<file path="src/rtl/power_mode_ctrl_pkg.sv">
// Shared car constants: mode switch encodings and power FSM state codes.
// The mode codes are used both on the switch input and on the active-mode output.
package power_mode_ctrl_pkg;

   localparam logic [1:0] MODE_SEMI   = 2'b11;
   localparam logic [1:0] MODE_AUTO   = 2'b10;
   localparam logic [1:0] MODE_MANUAL = 2'b01;
   localparam logic [1:0] MODE_OFF    = 2'b00;

   typedef enum logic [2:0] {
      ST_OFF          = 3'b000,
      ST_PRESSING     = 3'b001,
      ST_WAIT_REL_ON  = 3'b010,
      ST_RUN          = 3'b011,
      ST_WAIT_REL_OFF = 3'b100
   } state_t;

endpackage

</file>
<file path="src/rtl/power_mode_ctrl_debouncer.sv">
// Level debouncer: the output takes a new word only after DEBOUNCE_CYC consecutive
// identical raw samples that differ from the current output.
module power_mode_ctrl_debouncer #(
   parameter int unsigned WIDTH        = 1,
   parameter int unsigned DEBOUNCE_CYC = 2
) (
   input  logic             clk,
   input  logic             reset,
   input  logic [WIDTH-1:0] raw,
   output logic [WIDTH-1:0] db
);

   localparam int unsigned CW = $clog2(DEBOUNCE_CYC + 1);

   logic [WIDTH-1:0] cand_q;
   logic [CW-1:0]    cnt_q;
   logic [CW-1:0]    run_len;

   // A sample that differs from the previous candidate restarts the run at one.
   always_comb begin
      run_len = CW'(1);
      if (cnt_q != '0 && raw == cand_q)
         run_len = cnt_q + 1'b1;
   end

   always_ff @(posedge clk or negedge reset) begin
      if (!reset) begin
         db     <= '0;
         cand_q <= '0;
         cnt_q  <= '0;
      end else if (raw == db) begin
         cand_q <= raw;
         cnt_q  <= '0;
      end else if (run_len >= CW'(DEBOUNCE_CYC)) begin
         db    <= raw;
         cnt_q <= '0;
      end else begin
         cand_q <= raw;
         cnt_q  <= run_len;
      end
   end

endmodule

</file>
<file path="src/rtl/power_mode_ctrl.sv">
// Car power/mode controller: long press powers on, any press or a break request
// powers off, and the debounced mode switch is passed through only while running.
module power_mode_ctrl
   import power_mode_ctrl_pkg::*;
#(
   parameter int unsigned DEBOUNCE_CYC   = 2,
   parameter int unsigned LONG_PRESS_CYC = 100
) (
   input  logic       clk,
   input  logic       reset,
   input  logic       power,
   input  logic [1:0] mode_selection,
   input  logic       brk,           // fault request; "break" is a reserved word
   output logic [1:0] mode,
   output logic       powered,
   output logic [2:0] state
);

   localparam int unsigned   CW        = $clog2(LONG_PRESS_CYC) + 1;
   localparam logic [CW-1:0] HOLD_LAST = CW'(LONG_PRESS_CYC - 1);

   logic          pwr_db;
   logic          pwr_prev_q;
   logic          pwr_rise;
   logic [1:0]    sel_db;
   state_t        state_q;
   state_t        state_nxt;
   logic [CW-1:0] hold_q;
   logic [CW-1:0] hold_nxt;
   logic [1:0]    mode_nxt;

   power_mode_ctrl_debouncer #(.WIDTH(1), .DEBOUNCE_CYC(DEBOUNCE_CYC)) u_pwr_db (
      .clk   (clk),
      .reset (reset),
      .raw   (power),
      .db    (pwr_db)
   );

   power_mode_ctrl_debouncer #(.WIDTH(2), .DEBOUNCE_CYC(DEBOUNCE_CYC)) u_sel_db (
      .clk   (clk),
      .reset (reset),
      .raw   (mode_selection),
      .db    (sel_db)
   );

   assign pwr_rise = pwr_db & ~pwr_prev_q;

   always_comb begin
      state_nxt = state_q;
      hold_nxt  = hold_q;
      case (state_q)
         ST_OFF: begin
            if (pwr_rise && !brk) begin
               state_nxt = ST_PRESSING;
               hold_nxt  = '0;
            end
         end
         ST_PRESSING: begin
            if (brk || !pwr_db)
               state_nxt = ST_OFF;
            else if (hold_q == HOLD_LAST)
               state_nxt = ST_WAIT_REL_ON;
            else if (hold_q != '1)
               hold_nxt = hold_q + 1'b1;
         end
         ST_WAIT_REL_ON: begin
            if (brk)
               state_nxt = ST_OFF;
            else if (!pwr_db)
               state_nxt = ST_RUN;
         end
         ST_RUN: begin
            if (brk)
               state_nxt = pwr_db ? ST_WAIT_REL_OFF : ST_OFF;
            else if (pwr_rise)
               state_nxt = ST_WAIT_REL_OFF;
         end
         ST_WAIT_REL_OFF: begin
            if (!pwr_db)
               state_nxt = ST_OFF;
         end
         default: state_nxt = ST_OFF;
      endcase
      // Outputs follow the next state so power-off blanks mode on the same edge.
      mode_nxt = (state_nxt == ST_RUN) ? sel_db : MODE_OFF;
   end

   always_ff @(posedge clk or negedge reset) begin
      if (!reset) begin
         state_q    <= ST_OFF;
         hold_q     <= '0;
         pwr_prev_q <= 1'b0;
         mode       <= MODE_OFF;
         powered    <= 1'b0;
      end else begin
         state_q    <= state_nxt;
         hold_q     <= hold_nxt;
         pwr_prev_q <= pwr_db;
         mode       <= mode_nxt;
         powered    <= (state_nxt == ST_RUN);
      end
   end

   assign state = state_q;

endmodule

</file>
<file path="config.mk">
export PLATFORM = sky130hd
export DESIGN_NAME = power_mode_ctrl
export DESIGN_NICKNAME = d
export VERILOG_FILES = /design/src/rtl/power_mode_ctrl_pkg.sv /design/src/rtl/power_mode_ctrl_debouncer.sv /design/src/rtl/power_mode_ctrl.sv
export SDC_FILE = /design/constraint.sdc
export NUM_CORES = 1
export LEC_CHECK = 0
export CAP_MARGIN = 40
export CORE_ASPECT_RATIO = 0.75
export CORE_MARGIN = 5
export CORE_UTILIZATION = 55
export DETAILED_ROUTE_END_ITERATION = 10
export GPL_TIMING_DRIVEN = 0
export PLACE_DENSITY = 0.77
export SLEW_MARGIN = 20
export SYNTH_ARGS = -nofsm -noshare
export SYNTH_HDL_FRONTEND = slang
export SYNTH_SLANG_ARGS = --single-unit
</file>
<file path="constraint.sdc">
create_clock -name clk -period 2.1 [get_ports clk]
set_input_delay 0.21 -clock clk [delete_from_list [all_inputs] [get_ports clk]]
set_output_delay 0.21 -clock clk [all_outputs]
set_load 0.005 [all_outputs]
</file>
## Word level (Yosys, flattened, before mapping)

Index checks and enable logic that the tools add are counted.

| word-level totals | value |
|---|---|
| memories | 0 |
| bits in registers | 25 |
| latch bits | 0 |
| input bits | 6 |
| logic and storage cells | 76 |
| memory bits (read-only) | 0 |
| bits in writable memories | 0 |

| operators by class | value |
|---|---|
| equality and inequality tests | 17 |
| bitwise operators | 4 |
| shifts and indexed selects | 0 |
| add/subtract/negate cells | 3 |
| reduce and logical (&&, ||, !) cells | 13 |
| $lt $le $gt $ge | 2 |
| mux-type cells | 26 |
| divide/modulo/power cells | 0 |
| $mul | 0 |

Operator list:

| cell | count |
|---|---|
| $mux 8 | 4 |
| $mux 3 | 9 |
| $mux 2 | 9 |
| $pmux 8 s2 | 1 |
| $pmux 3 s5 | 1 |
| $eq 3x2->1 const B | 3 |
| $add 8x1->8 const B | 1 |
| $eq 8x7->1 const B | 1 |
| $ne 2x2->1 const B | 4 |
| $ne 8x8->1 const B | 1 |
| $reduce_bool 2->1 | 3 |
| $reduce_and 5->1 | 1 |
| $add 2x1->2 const B | 2 |
| $eq 2x2->1 | 2 |
| $ge 2x2->1 const B | 2 |
| $ne 2x1->1 const B | 2 |
| $reduce_and 2->1 | 2 |
| $eq 3x1->1 const B | 1 |
| $eq 3x3->1 const B | 1 |
| $logic_and 1x1->1 | 3 |
| $logic_not 3->1 | 1 |
| $not 1->1 | 3 |
| $eq 1x1->1 | 2 |
| $logic_not 1->1 | 2 |
| 3 further kinds | 4 |

## Depth between registers and ports, before layout

Gate-level depths: netlist (run 1).

| logic depth | value |
|---|---|
| depth in word-level cells | 7 |
| mapped depth | 6 |
| depth with buffers taken out | 6 |

## Cells and area by module

A second synthesis (run 1) with hierarchy kept.

| second synthesis, totals | value |
|---|---|
| cells, all modules | 119 |
| area total of the unflattened synthesis | 1291.2 um2 |

By module, submodules not included:

| module | cells each | area an instance (um2) | times used |
|---|---|---|---|
| power_mode_ctrl | 77 | 817.0 | 1 |
| power_mode_ctrl_debouncer at u_sel_db | 24 | 285.3 | 1 |
| power_mode_ctrl_debouncer at u_pwr_db | 18 | 188.9 | 1 |

## Least setup slack after synthesis (run 1)

Ideal clock, no wire load.

| path | value |
|---|---|
| path kind | reg-to-reg |
| start point | reg state_q[1] (netlist: state[1]) |
| end point | reg hold_q[2] |
| cell stages (with the launch flop) | 7 |
| path slack | 0.230 ns |
| arrival | 1.793 ns |
| path buffers | 2 |
| path through | dfrtp_1 buf_6 nor4b_4 a211oi_2 buf_6 or4_1 a21oi_1 |

| on the way | value |
|---|---|
| longest elaborated chain between the ends | 3 |
| elaborated cells on any way between the ends | 9 |

Ends and longest elaborated chain:

| element | line | source |
|---|---|---|
| start, declared | power_mode_ctrl.sv:26 | `state_t state_q;` |
| start signal, assigned | power_mode_ctrl.sv:96 | `state_q <= state_nxt;` |
| $eq 3x1->1 / $logic_not 3->1 (equally long branches) | power_mode_ctrl.sv:51 | `case (state_q)` |
| $ne 2x2->1 (no line) / $reduce_bool 2->1 (equally long branches) | n/a |  |
| $reduce_and 5->1 (no line) | n/a |  |
| end signal, assigned | power_mode_ctrl.sv:97 | `hold_q <= hold_nxt;` |
| end, declared | power_mode_ctrl.sv:28 | `logic [CW-1:0] hold_q;` |

Several ways; a longest one is shown, not always the timed one.
A chain may end at the register's enable or synchronous reset.

## Worst setup path in the final report (run 1)

| path | value |
|---|---|
| start point | reg state_q[2] (netlist: state[2]) |
| end point | reg hold_q[2] |

The elaborated chain is that of the path after synthesis.

==> summary.md, run 1 <==
| Metric | Value |
|---|---|
| Slew Limit Fails | `0` |
| Htree depth | `1` |
| Final instance area | `0.00150 mm²` |
| Gate Count Post-Synth | `128` |
| Grt ovf | `0` |
| Met3 Use GR | `5.62%` |
| Sequential cell fraction of total power | `52.9%` |
| Worst Path Required | `2.36 ns` |
| Number of global-route vias before repair | `994` |
| Library cells used by synthesis | `43` |
| Synthesis Warnings | `0` |
| Top cells by area, synth | `dfrtp_1 48%, inv_1 3.2%, a21oi_1 3.1%` |
| CTS sink cnt | `25` |
| Top post-synthesis cells by count | `25 x dfrtp_1, 11 x inv_1, 10 x nand2_1` |
| Net Sw Power | `0.400 mW` |
| Ports | `12` |
| Post-Route WL | `2400 µm` |
| Critical Path AT | `2.23 ns` |
| Pwr Density | `801 mW/mm²` |
| Number of synthesized flops with an enable pin | `0` |
| # setup viols final | `0` |
| Layout overhead on the synthesized area | `15.9%` |
| 1st-iter DRT viols | `74` |
| Seq/Total Area, Yosys | `48.3%` |
| Sw frac | `33.2%` |
| Pre-antenna DRT Iters | `4` |
| Die area | `0.00344 mm²` |
| Nets | `155` |
| Routed length per instance | `13.4 µm` |
| Hold crit path type | `in2async` |
| All-Layer GR Usage | `16.5%` |
| Class of the most critical setup path | `reg2reg` |
| Ant diodes | `0` |
| Unrepaired setup endpoints after global routing | `false` |
| Register bit count reported by yosys | `25` |
| Fmax | `0.508 GHz` |
| CP max FO | `10` |
| Grt peak-use layer | `met2` |
| Share of cells above drive strength 1 | `13.1%` |
| Worst slew pin tran | `0.595 ns` |
| Startpoint Class | `flop` |
| Post-DP Area | `0.00147 mm²` |
| Reg clk slew, reported paths | `0.14 ns` |
| Top_reg_cell synth | `dfrtp_1` |
| Final worst slack | `0.132 ns` |
| DRT antenna net count | `0` |
| Most frequent cell after synthesis | `dfrtp_1` |
| Total number of vias | `984` |
| Clock share of power | `17.4%` |
| Crit share post-route | `93.7%` |
| Final Critical Period | `1.97 ns` |
| Die Wd | `66.1 µm` |
| Relative max-transition margin | `60.2%` |
| Synthesized area | `0.00130 mm²` |
| Outcome | `finished, final reports clean` |
| Row count | `15` |
| First-pass GRT wire length | `4280 µm` |
| DPL Wire Length | `1890 µm` |
| Max Root-Sink Buffers | `2` |
| Largest net degree at the start of global routing | `14` |
| Peak VDD IR | `0.000516 V` |
| M2 GR Usage | `26.1%` |
| Post-route DRC | `0` |
| Pleak | `0.653 nW` |
| Fin. Hold Viols | `0` |
| Async SR Flop Fraction | `100%` |
| Root Driver | `clkbuf_4` |
| Worst-skew pair later-pin latency | `0.32 ns` |
| Hold-fix buffers at CTS | `0` |
| Combinational share of power | `29.7%` |
| Core area | `0.00227 mm²` |
| Internal power | `0.803 mW` |
| GPL Wtd Cong | `0.872` |
| Fin Clk Skew | `0.0168 ns` |
| Met1 Use GR | `21.4%` |
| TritonCTS clock tree | `yes` |
| Port bufs | `11` |
| Place WS | `-0.105 ns` |
| Syn_area_per_cell | `10.1 µm²` |
| Top cell type's share of synthesized area | `48.3%` |
| Initial Utilization | `57.1%` |
| CTS buffer count | `3` |
| Max Cap Viol | `0` |
| Synth area leader | `dfrtp_1` |
| Chip Height | `52.0 µm` |
| Antenna violations before repair | `0` |
| Detail-routed via count per cell | `5.50` |
| Crit path capture type | `flop` |
state kept, by name, indices dropped and copies added, names as in the netlist:
register / count
u_sel_db.cnt_q: 2
pwr_prev_q: 1
state: 3
mode: 2
hold_q: 8
u_sel_db.cand_q: 2
u_pwr_db.db: 1
u_sel_db.db: 2
u_pwr_db.cand_q: 1
powered: 1
u_pwr_db.cnt_q: 2
through the flow:
stage          total power, mW  TNS (ns)  utilization, %  std cells  hold slack [ns]
4_1_cts                   1.21         0            66.2        179            0.271
2_1_floorplan            0.885         0               -        129          -0.0856
3_3_place_gp             0.964   -0.0627            64.0        174            0.356
3_5_place_dp             0.996    -0.214            64.6        175            0.367
5_1_grt                   1.30         0            66.2        179            0.291
6_report                  1.20         0            66.2        179            0.246
cell type report:
| type | instances | area (µm²) |
|---|---|---|
| inverters | 11 | 41.3 |
| flip-flops and latches | 25 | 626 |
| clock buffers | 4 | 26.3 |
| plain buffers | 6 | 41.3 |
| repair buffers | 12 | 125 |
| multi-input cells | 87 | 601 |
| fillers | 180 | 768 |
| well taps | 34 | 42.5 |
what timing repair did:
item | in CTS | in global routing
pin swaps | 0 | 1
endpoints found under the hold margin | 0 | 0
resized for setup | 1 | 0
buffers inserted | 0 | 0
setup endpoints to repair | 1 | 2
cell usage in the layout (no fill, tap or decap), drive strengths merged, types with 3 or more instances in the layout:
cell type and n:
dfrtp 25, inv 11, clkdlybuf4s50 11, nand2 10
a21oi 8, clkbuf 7, o21ai 5, o31ai 5
and2 5, nor2 4, nand4 4, buf 4
or4 4, nand2b 3, nand3 3, nor3 3
ha 3, nor4 3
cell families (layout without fill, tap and decap cells):
kind of cell               Yosys count  after routing  share of synthesized area [%]
and+or+nand+nor                     49             49                           23.6
AOI/OAI and AO/OA                   25             25                           12.5
DFF                                 25             25                           48.3
buffers and inverters               17             33                           6.37
xor gates and xnor gates             4              4                           2.70
muxes                                4              4                           3.28
adders and majority gates            3              3                           2.90
other                                1              2                          0.289
power by group through the flow:
| stage | Combinational, mW | Sequential [mW] | Clock (mW) |
|---|---|---|---|
| 4_1_cts | 0.360 | 0.635 | 0.219 |
| 3_5_place_dp | 0.350 | 0.646 | 0 |
| 2_1_floorplan | 0.257 | 0.627 | 0 |
| 5_1_grt | 0.402 | 0.649 | 0.244 |
| 3_3_place_gp | 0.324 | 0.641 | 0 |
| 6_report | 0.358 | 0.636 | 0.209 |
final timing paths:
path / startpoint / to / slack (ns) / cells past startpoint
worst max-delay path: state[2]$_DFF_PN0_ / hold_q[2]$_DFFE_PN0P_ / 0.13 / 5
worst min-delay path: reset / hold_q[4]$_DFFE_PN0P_ / 0.25 / 1
worst max register to register: state[2]$_DFF_PN0_ / hold_q[2]$_DFFE_PN0P_ / 0.13 / 5
worst min register to register: u_pwr_db.db$_DFFE_PN0P_ / pwr_prev_q$_DFF_PN0_ / 0.37 / 0
max in group asynchronous: reset / u_pwr_db.db$_DFFE_PN0P_ / 1.34 / 2
min in group clk: u_pwr_db.db$_DFFE_PN0P_ / pwr_prev_q$_DFF_PN0_ / 0.37 / 0
layer usage:
layer  share of wire (%)  wire length, µm  up-vias
met1                  46             1110      465
met4                 1.2               29        0
met5                   0                0        -
li1                    -                -      489
met3                 6.0              143        4
met2                  47             1120       26
worst max-delay path: stages, from the launching register on:
cell	delay, ns
dfrtp_1	0.48
nor4b_4	0.50
a211oi_2	0.15
buf_6	0.16
or4_1	0.46
a21oi_1	0.15
Power figures use the tool's default switching activity.
==> run 2, diff against run 1 <==
--- a/config.mk
+++ b/config.mk
@@ -9,6 +9,7 @@
 export CORE_ASPECT_RATIO = 0.75
 export CORE_MARGIN = 5
 export CORE_UTILIZATION = 55
+export CTS_CLUSTER_SIZE = 30
 export DETAILED_ROUTE_END_ITERATION = 10
 export GPL_TIMING_DRIVEN = 0
 export PLACE_DENSITY = 0.77
==> results of run 2 <==
Final layout, timing and power as in run 1 (identical DEF).
